## config.mk

```make
export PLATFORM = sky130hd
export DESIGN_NAME = placement_verifier
export DESIGN_NICKNAME = d
export VERILOG_FILES = /design/src/rtl/placement_pkg.sv /design/src/rtl/pv_edge_cost.sv /design/src/rtl/placement_verifier.sv
export SDC_FILE = /design/constraint.sdc
export NUM_CORES = 2
export LEC_CHECK = 0
export CORE_ASPECT_RATIO = 1.75
export CORE_UTILIZATION = 45
export CTS_CLUSTER_DIAMETER = 120
export DETAILED_ROUTE_END_ITERATION = 8
export PLACE_DENSITY = 0.65
export SLEW_MARGIN = 30
export SYNTH_ARGS = -nofsm -noshare
export SYNTH_HDL_FRONTEND = slang
export SYNTH_SLANG_ARGS = --single-unit
```

## constraint.sdc

```tcl
create_clock -name clk -period 22 [get_ports clk]
set_input_delay 3.3 -clock clk [delete_from_list [all_inputs] [get_ports clk]]
set_output_delay 3.3 -clock clk [all_outputs]
set_load 0.02 [all_outputs]
```

## src/rtl/placement_pkg.sv

```systemverilog
// Shared definitions for the placement checker and the placer evaluation path.
package placement_pkg;

    // Marker for an empty grid cell or an unplaced coordinate.
    localparam logic signed [31:0] EMPTY = -32'sd1;

    // Bit positions inside err_flags.
    localparam int ERR_GRID  = 0;
    localparam int ERR_DUP   = 1;
    localparam int ERR_RANGE = 2;
    localparam int ERR_UNPL  = 3;

    // Checker sequencer states: grid scan, node scan, edge scan, finish.
    typedef enum logic [4:0] {
        IDLE,
        G_RD, G_WT, G_CHK, G_PRD, G_PWT, G_PCHK,
        P_RD, P_WT, P_CHK,
        E_RD, E_WT, E_PA, E_PAWT, E_PB, E_PBWT, E_ACC,
        FIN
    } pv_state_e;

endpackage

```

## src/rtl/pv_edge_cost.sv

```systemverilog
// Combinational cost of one edge between (xa,ya) and (xb,yb):
// wirelength contribution, 1-hop contribution, Manhattan distance and overlap.
module pv_edge_cost (
    input  logic signed [31:0] xa_i,
    input  logic signed [31:0] ya_i,
    input  logic signed [31:0] xb_i,
    input  logic signed [31:0] yb_i,
    output logic signed [31:0] cost_o,
    output logic signed [31:0] hop_o,
    output logic signed [31:0] dist_o,
    output logic               overlap_o
);

    function automatic logic signed [31:0] abs_s(input logic signed [31:0] v);
        return (v < 0) ? -v : v;
    endfunction

    logic signed [31:0] dx, dy;

    // Distance terms; ceil(d/2) is (d+1)>>>1 for non-negative d.
    always_comb begin
        dx        = abs_s(xa_i - xb_i);
        dy        = abs_s(ya_i - yb_i);
        dist_o    = dx + dy;
        cost_o    = dist_o - 32'sd1;
        hop_o     = ((dx + 32'sd1) >>> 1) + ((dy + 32'sd1) >>> 1) - 32'sd1;
        overlap_o = (dist_o == 32'sd0);
    end

endmodule

```

## src/rtl/placement_verifier.sv

```systemverilog
// Post-placement legality checker: scans the grid, then every node, then every
// edge, accumulating wirelength figures and sticky error flags.
module placement_verifier
    import placement_pkg::*;
#(
    parameter int N       = 6,
    parameter int N_NODES = 64,
    parameter int N_EDGE  = 32,
    parameter int GRID_AW = 12,
    parameter int POS_AW  = 7,
    parameter int EDGE_AW = 7
) (
    input  logic                      clk,
    input  logic                      reset,
    input  logic                      start,
    output logic                      grid_re,
    output logic [GRID_AW-1:0]        grid_addr,
    input  logic signed [31:0]        grid_dout,
    output logic                      pos_re,
    output logic [POS_AW-1:0]         pos_addr,
    input  logic signed [31:0]        pos_x,
    input  logic signed [31:0]        pos_y,
    output logic                      edge_re,
    output logic [EDGE_AW-1:0]        edge_addr,
    input  logic [31:0]               edge_a,
    input  logic [31:0]               edge_b,
    output logic                      busy,
    output logic                      done,
    output logic                      pass,
    output logic [3:0]                err_flags,
    output logic [15:0]               err_count,
    output logic signed [31:0]        wirelength,
    output logic signed [31:0]        wl_1hop,
    output logic signed [31:0]        max_edge
);

    localparam int                  SEEN_W    = (N_NODES > 1) ? $clog2(N_NODES) : 1;
    localparam logic [GRID_AW-1:0]  LAST_CELL = GRID_AW'(N * N - 1);
    localparam logic [POS_AW-1:0]   LAST_NODE = POS_AW'(N_NODES - 1);
    localparam logic [EDGE_AW-1:0]  LAST_EDGE = EDGE_AW'(N_EDGE - 1);
    localparam logic signed [31:0]  N_S       = N;

    function automatic logic [15:0] sat_add(input logic [15:0] cnt, input logic [2:0] inc);
        logic [16:0] sum;
        sum = {1'b0, cnt} + {14'd0, inc};
        return sum[16] ? 16'hFFFF : sum[15:0];
    endfunction

    function automatic logic on_grid(input logic signed [31:0] c);
        return (c >= 0) && (c < N_S);
    endfunction

    pv_state_e state_q, state_d;

    logic [GRID_AW-1:0]  cell_q;
    logic [POS_AW-1:0]   node_q, v_q, a_q, b_q;
    logic                v_ok_q;
    logic [EDGE_AW-1:0]  edge_q;
    logic signed [31:0]  xa_q, ya_q;
    logic [N_NODES-1:0]  seen_q;
    logic [3:0]          flags_q;
    logic [15:0]         cnt_q;
    logic signed [31:0]  wl_q, hop_q, max_q;
    logic                res_q;

    logic signed [31:0]  ec_cost, ec_hop, ec_dist;
    logic                ec_overlap;

    logic                ev_grid, ev_dup, ev_range, ev_unpl, acc_en;
    logic [3:0]          ev_vec;
    logic [2:0]          ev_n;
    logic signed [31:0]  cell_s, g_pos_cell;
    logic                g_v_ok, p_empty, p_bad, e_unpl;
    logic [SEEN_W-1:0]   v_idx, n_idx;

    // Only the low address bits of an edge endpoint reach the position memory.
    logic unused_edge_bits;
    assign unused_edge_bits = ^{edge_a[31:POS_AW], edge_b[31:POS_AW]};

    // Endpoint A is latched one read earlier; endpoint B arrives on the bus in E_ACC.
    pv_edge_cost u_cost (
        .xa_i      (xa_q),
        .ya_i      (ya_q),
        .xb_i      (pos_x),
        .yb_i      (pos_y),
        .cost_o    (ec_cost),
        .hop_o     (ec_hop),
        .dist_o    (ec_dist),
        .overlap_o (ec_overlap)
    );

    // State register.
    always_ff @(posedge clk) begin
        if (reset) state_q <= IDLE;
        else       state_q <= state_d;
    end

    // Next-state, read strobes, position address mux and status outputs.
    always_comb begin
        state_d  = state_q;
        grid_re  = 1'b0;
        pos_re   = 1'b0;
        edge_re  = 1'b0;
        pos_addr = '0;
        busy     = (state_q != IDLE) && (state_q != FIN);
        done     = (state_q == FIN);
        case (state_q)
            IDLE:   if (start) state_d = G_RD;
            G_RD:   begin grid_re = 1'b1; state_d = G_WT; end
            G_WT:   state_d = G_CHK;
            G_CHK: begin
                if (grid_dout != EMPTY)      state_d = G_PRD;
                else if (cell_q == LAST_CELL) state_d = P_RD;
                else                          state_d = G_RD;
            end
            G_PRD:  begin pos_re = 1'b1; pos_addr = v_q; state_d = G_PWT; end
            G_PWT:  begin pos_addr = v_q; state_d = G_PCHK; end
            G_PCHK: state_d = (cell_q == LAST_CELL) ? P_RD : G_RD;
            P_RD:   begin pos_re = 1'b1; pos_addr = node_q; state_d = P_WT; end
            P_WT:   begin pos_addr = node_q; state_d = P_CHK; end
            P_CHK:  state_d = (node_q == LAST_NODE) ? E_RD : P_RD;
            E_RD:   begin edge_re = 1'b1; state_d = E_WT; end
            E_WT:   state_d = E_PA;
            E_PA:   begin pos_re = 1'b1; pos_addr = edge_a[POS_AW-1:0]; state_d = E_PAWT; end
            E_PAWT: begin pos_addr = a_q; state_d = E_PB; end
            E_PB:   begin pos_re = 1'b1; pos_addr = b_q; state_d = E_PBWT; end
            E_PBWT: begin pos_addr = b_q; state_d = E_ACC; end
            E_ACC:  state_d = (edge_q == LAST_EDGE) ? FIN : E_RD;
            FIN:    state_d = IDLE;
            default: state_d = IDLE;
        endcase
    end

    // Error-event decode for the check states; several events may fire at once.
    always_comb begin
        ev_grid    = 1'b0;
        ev_dup     = 1'b0;
        ev_range   = 1'b0;
        ev_unpl    = 1'b0;
        acc_en     = 1'b0;
        cell_s     = $signed(32'(cell_q));
        g_pos_cell = pos_x * N_S + pos_y;
        g_v_ok     = (grid_dout >= 0) && (grid_dout < N_NODES);
        v_idx      = v_q[SEEN_W-1:0];
        n_idx      = node_q[SEEN_W-1:0];
        p_empty    = (pos_x == EMPTY) && (pos_y == EMPTY);
        p_bad      = !on_grid(pos_x) || !on_grid(pos_y);
        e_unpl     = (xa_q == EMPTY) || (ya_q == EMPTY) || (pos_x == EMPTY) || (pos_y == EMPTY);
        case (state_q)
            G_PCHK: begin
                ev_grid = (g_pos_cell != cell_s);
                ev_dup  = v_ok_q && seen_q[v_idx];
            end
            P_CHK: begin
                ev_range = !p_empty && p_bad;
                ev_grid  = !p_empty && !p_bad && !seen_q[n_idx];
            end
            E_ACC: begin
                ev_unpl = e_unpl;
                ev_dup  = !e_unpl && ec_overlap;
                acc_en  = !e_unpl;
            end
            default: ;
        endcase
        ev_vec            = '0;
        ev_vec[ERR_GRID]  = ev_grid;
        ev_vec[ERR_DUP]   = ev_dup;
        ev_vec[ERR_RANGE] = ev_range;
        ev_vec[ERR_UNPL]  = ev_unpl;
        ev_n = 3'(ev_grid) + 3'(ev_dup) + 3'(ev_range) + 3'(ev_unpl);
    end

    // Scan counters, operand latches, seen bitmap, flags and accumulators.
    always_ff @(posedge clk) begin
        if (reset) begin
            cell_q  <= '0;
            node_q  <= '0;
            edge_q  <= '0;
            v_q     <= '0;
            v_ok_q  <= 1'b0;
            a_q     <= '0;
            b_q     <= '0;
            xa_q    <= '0;
            ya_q    <= '0;
            seen_q  <= '0;
            flags_q <= '0;
            cnt_q   <= '0;
            wl_q    <= '0;
            hop_q   <= '0;
            max_q   <= '0;
            res_q   <= 1'b0;
        end else if (state_q == IDLE) begin
            if (start) begin
                cell_q  <= '0;
                node_q  <= '0;
                edge_q  <= '0;
                seen_q  <= '0;
                flags_q <= '0;
                cnt_q   <= '0;
                wl_q    <= '0;
                hop_q   <= '0;
                max_q   <= '0;
                res_q   <= 1'b0;
            end
        end else begin
            flags_q <= flags_q | ev_vec;
            cnt_q   <= sat_add(cnt_q, ev_n);
            if (acc_en) begin
                wl_q  <= wl_q + ec_cost;
                hop_q <= hop_q + ec_hop;
                if (ec_dist > max_q) max_q <= ec_dist;
            end
            case (state_q)
                G_CHK: begin
                    v_q    <= grid_dout[POS_AW-1:0];
                    v_ok_q <= g_v_ok;
                    if (grid_dout == EMPTY) cell_q <= cell_q + GRID_AW'(1);
                end
                G_PCHK: begin
                    if (v_ok_q) seen_q[v_idx] <= 1'b1;
                    cell_q <= cell_q + GRID_AW'(1);
                end
                P_CHK:  node_q <= node_q + POS_AW'(1);
                E_PA: begin
                    a_q <= edge_a[POS_AW-1:0];
                    b_q <= edge_b[POS_AW-1:0];
                end
                E_PB: begin
                    xa_q <= pos_x;
                    ya_q <= pos_y;
                end
                E_ACC:  edge_q <= edge_q + EDGE_AW'(1);
                default: ;
            endcase
            if (state_d == FIN) res_q <= 1'b1;
        end
    end

    assign grid_addr  = cell_q;
    assign edge_addr  = edge_q;
    assign pass       = res_q && (flags_q == 4'd0);
    assign err_flags  = flags_q;
    assign err_count  = cnt_q;
    assign wirelength = wl_q;
    assign wl_1hop    = hop_q;
    assign max_edge   = max_q;

endmodule

```

Yosys cells after proc, flatten, opt, wreduce, memory -nomap -nowiden
Cells that the tools add are included.
{ "word_totals": {"register_bits": 298, "latch_bits": 0, "ramBits": 0, "romBits": 0, "in_bits": 163, "output_inout_bits": 148, "memories": 0} }
{ "classes": {"n_addsub": 20, "n_mul": 1, "n_div": 0, "n_lt_le_gt_ge": 12, "eq_ne": 31, "shift": 0, "n_mux": 52, "bitwise": 3, "reduce_logical": 48} }
{ "op_table": {"columns": ["op", "count"], "rows": [
  ["2-to-1 mux 32 bit", 10],
  ["2-to-1 mux 64 bit", 4],
  ["equality test 32 x 1 -> 1 bit (second input constant)", 5],
  ["adder 32 bit", 4],
  [">= comparator 32 x 1 -> 1 bit (second input constant)", 3],
  ["case mux 5 bit (17 select lines)", 1],
  ["adder 32 x 2 -> 32 bit (second input constant)", 2],
  ["< comparator 32 x 1 -> 1 bit (second input constant)", 2],
  ["< comparator 32 x 4 -> 1 bit (second input constant)", 2],
  ["negation 32 bit", 2],
  ["OR 64 bit", 1],
  ["subtractor 32 x 2 -> 32 bit (second input constant)", 2],
  ["subtractor 32 bit", 2],
  ["2-to-1 mux 16 bit", 3],
  ["equality test 5 x 4 -> 1 bit (second input constant)", 8],
  ["2-to-1 mux 12 bit", 3],
  ["2-to-1 mux 7 bit", 5],
  ["case mux 7 bit (5 select lines)", 1],
  ["adder 31 x 31 -> 32 bit", 1],
  ["greater-than comparator 32 bit", 1],
  ["logical NOT 32 bit", 1],
  ["< comparator 32 x 8 -> 1 bit (second input constant)", 1],
  ["multiplier 32 x 3 -> 31 bit (second input constant)", 1],
  ["!= test 32 x 1 -> 1 bit (second input constant)", 1],
  ["other kinds (41)", 101]
]} }

Depth between registers and ports, before layout
{ "logic_depth": {"word_depth": 14, "ltp_mapped": 48} }

By module
From an unflattened synthesis, not the netlist that was laid out.
{ "hier_totals": {"cells_unflattened": 4418, "hier_area_um2": 32419.8} }
{ "modules_own_cells": {"columns": ["module", "n_inst", "cells_per_inst", "area_per_inst_um2", "seq_area_each_um2"], "rows": [
  ["placement_verifier", 1, 2677, 20647.3, 5965.7],
  ["pv_edge_cost", 1, 1741, 11772.5, 0.0]
]} }

Worst setup path before layout
OpenSTA, ideal clock, no wires.
{ "synth_timing": {"path_kind": "input port to flip-flop", "startpoint": "in pos_y[2]", "endpoint": "reg max_q[20], in the netlist max_edge[20]", "arrival_ps": 12024, "required_ps": 21930, "path_slack_ps": 9906, "stages": 42, "path_buffers": 5, "cell_sequence": "inv_1 > ha_1 > o21ai_1 > a21oi_1 > o21a_2 > o211ai_1 > a211o_1 > a211oi_1 > a41o_1 > xor2_1 > buf_2 > clkbuf_1 > clkbuf_1 > a21oi_1 > fa_1 > a21o_1 > a21oi_1 > o21bai_1 > (+6 left out) > nor4_1 > nor3_1 > maj3_2 > o21ai_4 > nor3_1 > a311oi_2 > inv_2 > ha_1 > nand4_1 > or2_2 > nor3_1 > a21oi_1 > xnor2_1 > a311oi_1 > clkbuf_1 > clkbuf_1 > nand2_1 > a21oi_1"} }
{ "synth_via": {"elab_chain_len": 7, "elab_cells_between_ends": 16, "classes_between": "3 x add/sub; 2 x order compare; 1 x eq/ne; 5 x mux; 5 x reduce/logical"} }
{ "synth_rtl": {"columns": ["item", "line_no", "source"], "rows": [
  ["start: declaration", "placement_verifier.sv:22", "input logic signed [31:0] pos_y,"],
  ["subtractor 32 bit", "pv_edge_cost.sv:23", "dy = abs_s(ya_i - yb_i);"],
  ["negation 32 bit / < comparator 32 x 1 -> 1 bit (equally long branches)", "pv_edge_cost.sv:15", "return (v < 0) ? -v : v;"],
  ["2-to-1 mux 32 bit", "pv_edge_cost.sv:15", null],
  ["adder 32 bit", "pv_edge_cost.sv:24", "dist_o = dx + dy;"],
  ["greater-than comparator 32 bit / 2-to-1 mux 32 bit (equally long branches)", "placement_verifier.sv:211", "if (ec_dist > max_q) max_q <= ec_dist;"],
  ["nonzero test 2 bit (no source line) / 2-to-1 mux 32 bit (equally long branches)", null, null],
  ["AND reduction 3 bit (no source line) / 2-to-1 mux 32 bit (equally long branches)", null, null],
  ["end signal: assignment", "placement_verifier.sv:211", null],
  ["end: declaration", "placement_verifier.sv:63", "logic signed [31:0] wl_q, hop_q, max_q;"]
]} }
Several ways; a longest one is shown, not always the timed one. The select of a mux whose other input is x is not followed.
A chain may end at the register's enable or synchronous reset.

Worst setup path after layout
{ "layout_timing": {"startpoint": "in pos_y[2]", "endpoint": "reg cnt_q[7], in the netlist err_count[7]"} }
{ "layout_via": {"elab_chain_len": 14, "elab_cells_between_ends": 33, "classes_between": "8 x add/sub; 3 x order compare; 2 x eq/ne; 7 x mux; 13 x reduce/logical"} }
{ "layout_rtl": {"columns": ["item", "line_no", "source"], "rows": [
  ["parallel branches: the longest is 10 deep, another holds subtractor 32 bit", null, null],
  ["adder 3 x 1 -> 3 bit *", "placement_verifier.sv:170", "ev_n = 3'(ev_grid) + 3'(ev_dup) + 3'(ev_range) + 3'(ev_unpl);"],
  ["adder 16 x 3 -> 17 bit *", "placement_verifier.sv:45", "sum = {1'b0, cnt} + {14'd0, inc};"],
  ["2-to-1 mux 16 bit *", "placement_verifier.sv:46", "return sum[16] ? 16'hFFFF : sum[15:0];"],
  ["2-to-1 mux 16 bit *", "placement_verifier.sv:192", "end else if (state_q == IDLE) begin"],
  ["end signal: assignment", "placement_verifier.sv:207", "cnt_q <= sat_add(cnt_q, ev_n);"],
  ["end: declaration", "placement_verifier.sv:62", "logic [15:0] cnt_q;"]
]} }
Every way passes the cells marked *.

==> metrics.txt <==
Synth Net Count=4764; post-layout min period=13.55 ns; layout cell share with drive strength beyond 1=5.18%; sequential power share=21.9%; Die Span Y=350 um; Logic pwr share=55.0%; Syn Inst Count=4200; setup bufs post-CTS=0; setup TNS=0 ns; Worst Hold Launch=a_q[5]; Synth top area share=19.1%; Crit path max-delay family=compound AO/OA/AOI/OAI gates; clk root buf=clkbuf_16; Top FF cell, synth=dfxtp_1; Static Leak=14.3 nW; CTS Sinks=298; Slew @ Worst Pin=0.986 ns; FFs w/ async S/R, synth=0%; Via density=5.80; vias in the first global route=30000; clock network power share=23.1%; Seq/Total Area, Yosys=19.1%; H-tree levels=2; CTS tree=yes; Worst setup EP type=flop; synth top area cells=dfxtp_1 (19%), ha_1 (14%), a21oi_1 (7.5%); # hold bufs at CTS=0; dpl cells=5244; Fmax achieved=73.8 MHz; register bit total from synthesis=298; WP data required=22.51 ns; CP max FO=30; clock latency on the worst-skew pair=0.57 ns; CP max stage delay=0.62 ns; Hold Vio Cnt, Final=0; Starting Density=45.5%; Switching Share=43.0%; Power per Cell Area=70.2 nW/um^2; Netlist Area Pre-Place=31200 sq um; worst rel slew slack=34.0%; worst path bufs/invs=5; final WL=105000 um; crit-path most repeated cell=o21ai_0; GP Congestion=0.969; Routed Antenna Nets=0; fill count=6778; residual overflow from global routing=0; IR drop worst, VDD=0.0563 mV; Reg-to-Reg Start=ya_q[2]; dpl hpwl=83900 um; dominant cell type by area after synthesis=dfxtp_1; library cells used by synthesis=108; Max-cap violations=0; fin cells=5310; worst hold path class=flop to flop; Core Rows=127; Final setup viols=0; outcome=complete, no violations; largest net degree at the start of global routing=85; Synth warnings=0; CORE AREA=68500 sq um; first-pass GRT wire length=163000 um; via count=30800; Worst-path clk slew=0.06 ns; slack of the worst reg-to-reg path=11.65 ns; hold depth=2; post-CTS sizing=0; NetSw=1.08 mW; initial antenna violation count=4; # IOs=311; Nets=4943; DRC Markers=0; Startpoint Class=primary input; Detailed Routing Iterations Pass 1=8; end of the worst hold path=a_q[5]; Bufs on Longest Clock Path=3; fin. max-slew vios=0; DRT iter0 DRCs=1590; clk_skew=0.0134 ns; Crit Path Class=primary input to flop; Wirelength per Cell=19.7 um; Slowest cell on crit path=clkdlybuf4s50_1; worst path arrival time=14.05 ns; IO buf count=260; number of flops mapped to enable cells by yosys=0; Final Cycle Share=61.6%; R2R depth=40; GRT Total Usage=29.2%; RSZ-0062 raised after global routing=false; Num CTS Buffers=34; Layout area overhead=14.9%; Int Power=1.43 mW; Die X=201 um; Reg2Reg Capture Point=err_count[7]; Die ar.=70400 sq um; Post-Syn Area per Cell=7.42 sq um
[metrics by stage]
| stage | hold WS [ns] | instance area [sq um] | worst slack, ns | power [mW] | utilization, % |
|---|---|---|---|---|---|
| floorplan | 0.436 | 31200 | 9.91 | 1.59 | - |
| global placement | 0.442 | 34600 | 7.82 | 1.91 | 50.6 |
| detailed placement | 0.447 | 34700 | 7.69 | 1.93 | 50.6 |
| CTS | 0.456 | 35800 | 8.26 | 2.52 | 52.2 |
| global route | 0.477 | 35800 | 7.78 | 2.71 | 52.3 |
| finish | 0.454 | 35800 | 8.45 | 2.51 | 52.3 |
[synthesized netlist by cell type, types with 51 or more instances]
cell,count
a21o_1,68
a21oi_1,466
clkbuf_1,123
dfxtp_1,298
ha_1,361
inv_1,405
nand2_1,438
nand2b_1,53
nand3_1,104
nand4_1,84
nor2_1,394
nor3_1,97
nor4_1,51
o21ai_0,153
or3_1,61
xnor2_1,199
xor2_1,89
[worst max path at each step]
stage	startpoint	endpoint	slack, ns	depth (start not counted)
global route	pos_y[2]	err_count[7]	7.78	42
detailed placement	pos_y[2]	max_edge[28]	7.69	42
CTS	pos_y[2]	max_edge[28]	8.26	42
global placement	pos_y[2]	max_edge[27]	7.82	41
finish	pos_y[2]	err_count[7]	8.45	42
floorplan	pos_y[2]	max_edge[20]	9.91	42
[cells by family after synthesis]
| logic type | synth area share [%] |
|---|---|
| AOI/OAI and AO/OA | 22.0 |
| buffers and inverters | 6.84 |
| and+or+nand+nor | 23.3 |
| adders and majority gates | 17.1 |
| xor gates and xnor gates | 8.53 |
| muxes | 3.03 |
| DFF | 19.1 |
[placed cells by master, fill, tap and decap left out, drive strengths merged, types with 11 or more instances in the layout]
cell           Yosys  routed
a21oi            472     472
nand2            439     439
inv              407     410
nor2             395     395
ha               361     361
dfxtp            298     298
clkdlybuf4s50      0     259
xnor2            202     202
o21ai            167     167
nand3            104     104
nor3              99      99
xor2              93      93
nand4             84      84
a21o              68      68
or3               62      62
nor4              55      55
nand2b            53      53
a31oi             51      51
clkbuf           123      50
nor2b             48      48
fa                40      40
o21a              36      36
buf               30      36
o21bai            35      35
and2              31      31
a211oi            29      29
mux2i             29      29
or2               28      28
and3              27      27
mux4              25      25
o211ai            24      24
nor3b             19      19
a22oi             18      18
o31ai             17      17
a22o              14      14
a21boi            12      12
a311oi            12      12
a211o             11      11
o2111ai           11      11
nand3b            11      11
[worst min-delay path: cells and delay by family (launching register included)]
family / cells / cell delay [ns]
flops: 1 / 0.31
simple gates: 1 / 0.05
compound gates: 1 / 0.05
[power groups by stage]
| stage | combinational (mW) | clock (mW) | sequential [mW] |
|---|---|---|---|
| after floorplan | 1.03 | 0 | 0.558 |
| after global placement | 1.35 | 0 | 0.561 |
| after detailed placement | 1.37 | 0 | 0.561 |
| after CTS | 1.38 | 0.596 | 0.549 |
| after global routing | 1.55 | 0.613 | 0.550 |
| final | 1.38 | 0.581 | 0.549 |
[routing by layer]
metal,GRT usage (%),vias to the layer above,wire length [um]
li1,-,15200,-
met1,29.7,14400,38300
met2,54.1,890,52700
met3,3.30,309,4520
met4,23.0,2,9020
met5,0,-,12
[registers in the layout (all words and copies together) (netlist names), 4 cells and up]
| register | flops |
|---|---|
| grid_addr | 12 |
| b_q | 7 |
| seen_q | 64 |
| max_edge | 32 |
| err_flags | 4 |
| state_q | 5 |
| node_q | 7 |
| wl_1hop | 32 |
| ya_q | 32 |
| wirelength | 32 |
| edge_addr | 7 |
| xa_q | 32 |
| v_q | 7 |
| a_q | 7 |
| err_count | 16 |
[layout make-up]
class | count | area [sq um] | share of cell area, %
repair buffers | 296 | 2880 | 8.03
well taps | 903 | 1130 | 3.15
multi-input cells | 3342 | 23200 | 64.8
inverters | 407 | 1530 | 4.27
flip-flops and latches | 298 | 5970 | 16.7
clock buffers | 49 | 968 | 2.70
clock inverters | 13 | 121 | 0.339
diodes | 2 | 5.00 | 0.0140
No activity file was read; power rests on OpenSTA's default activity.
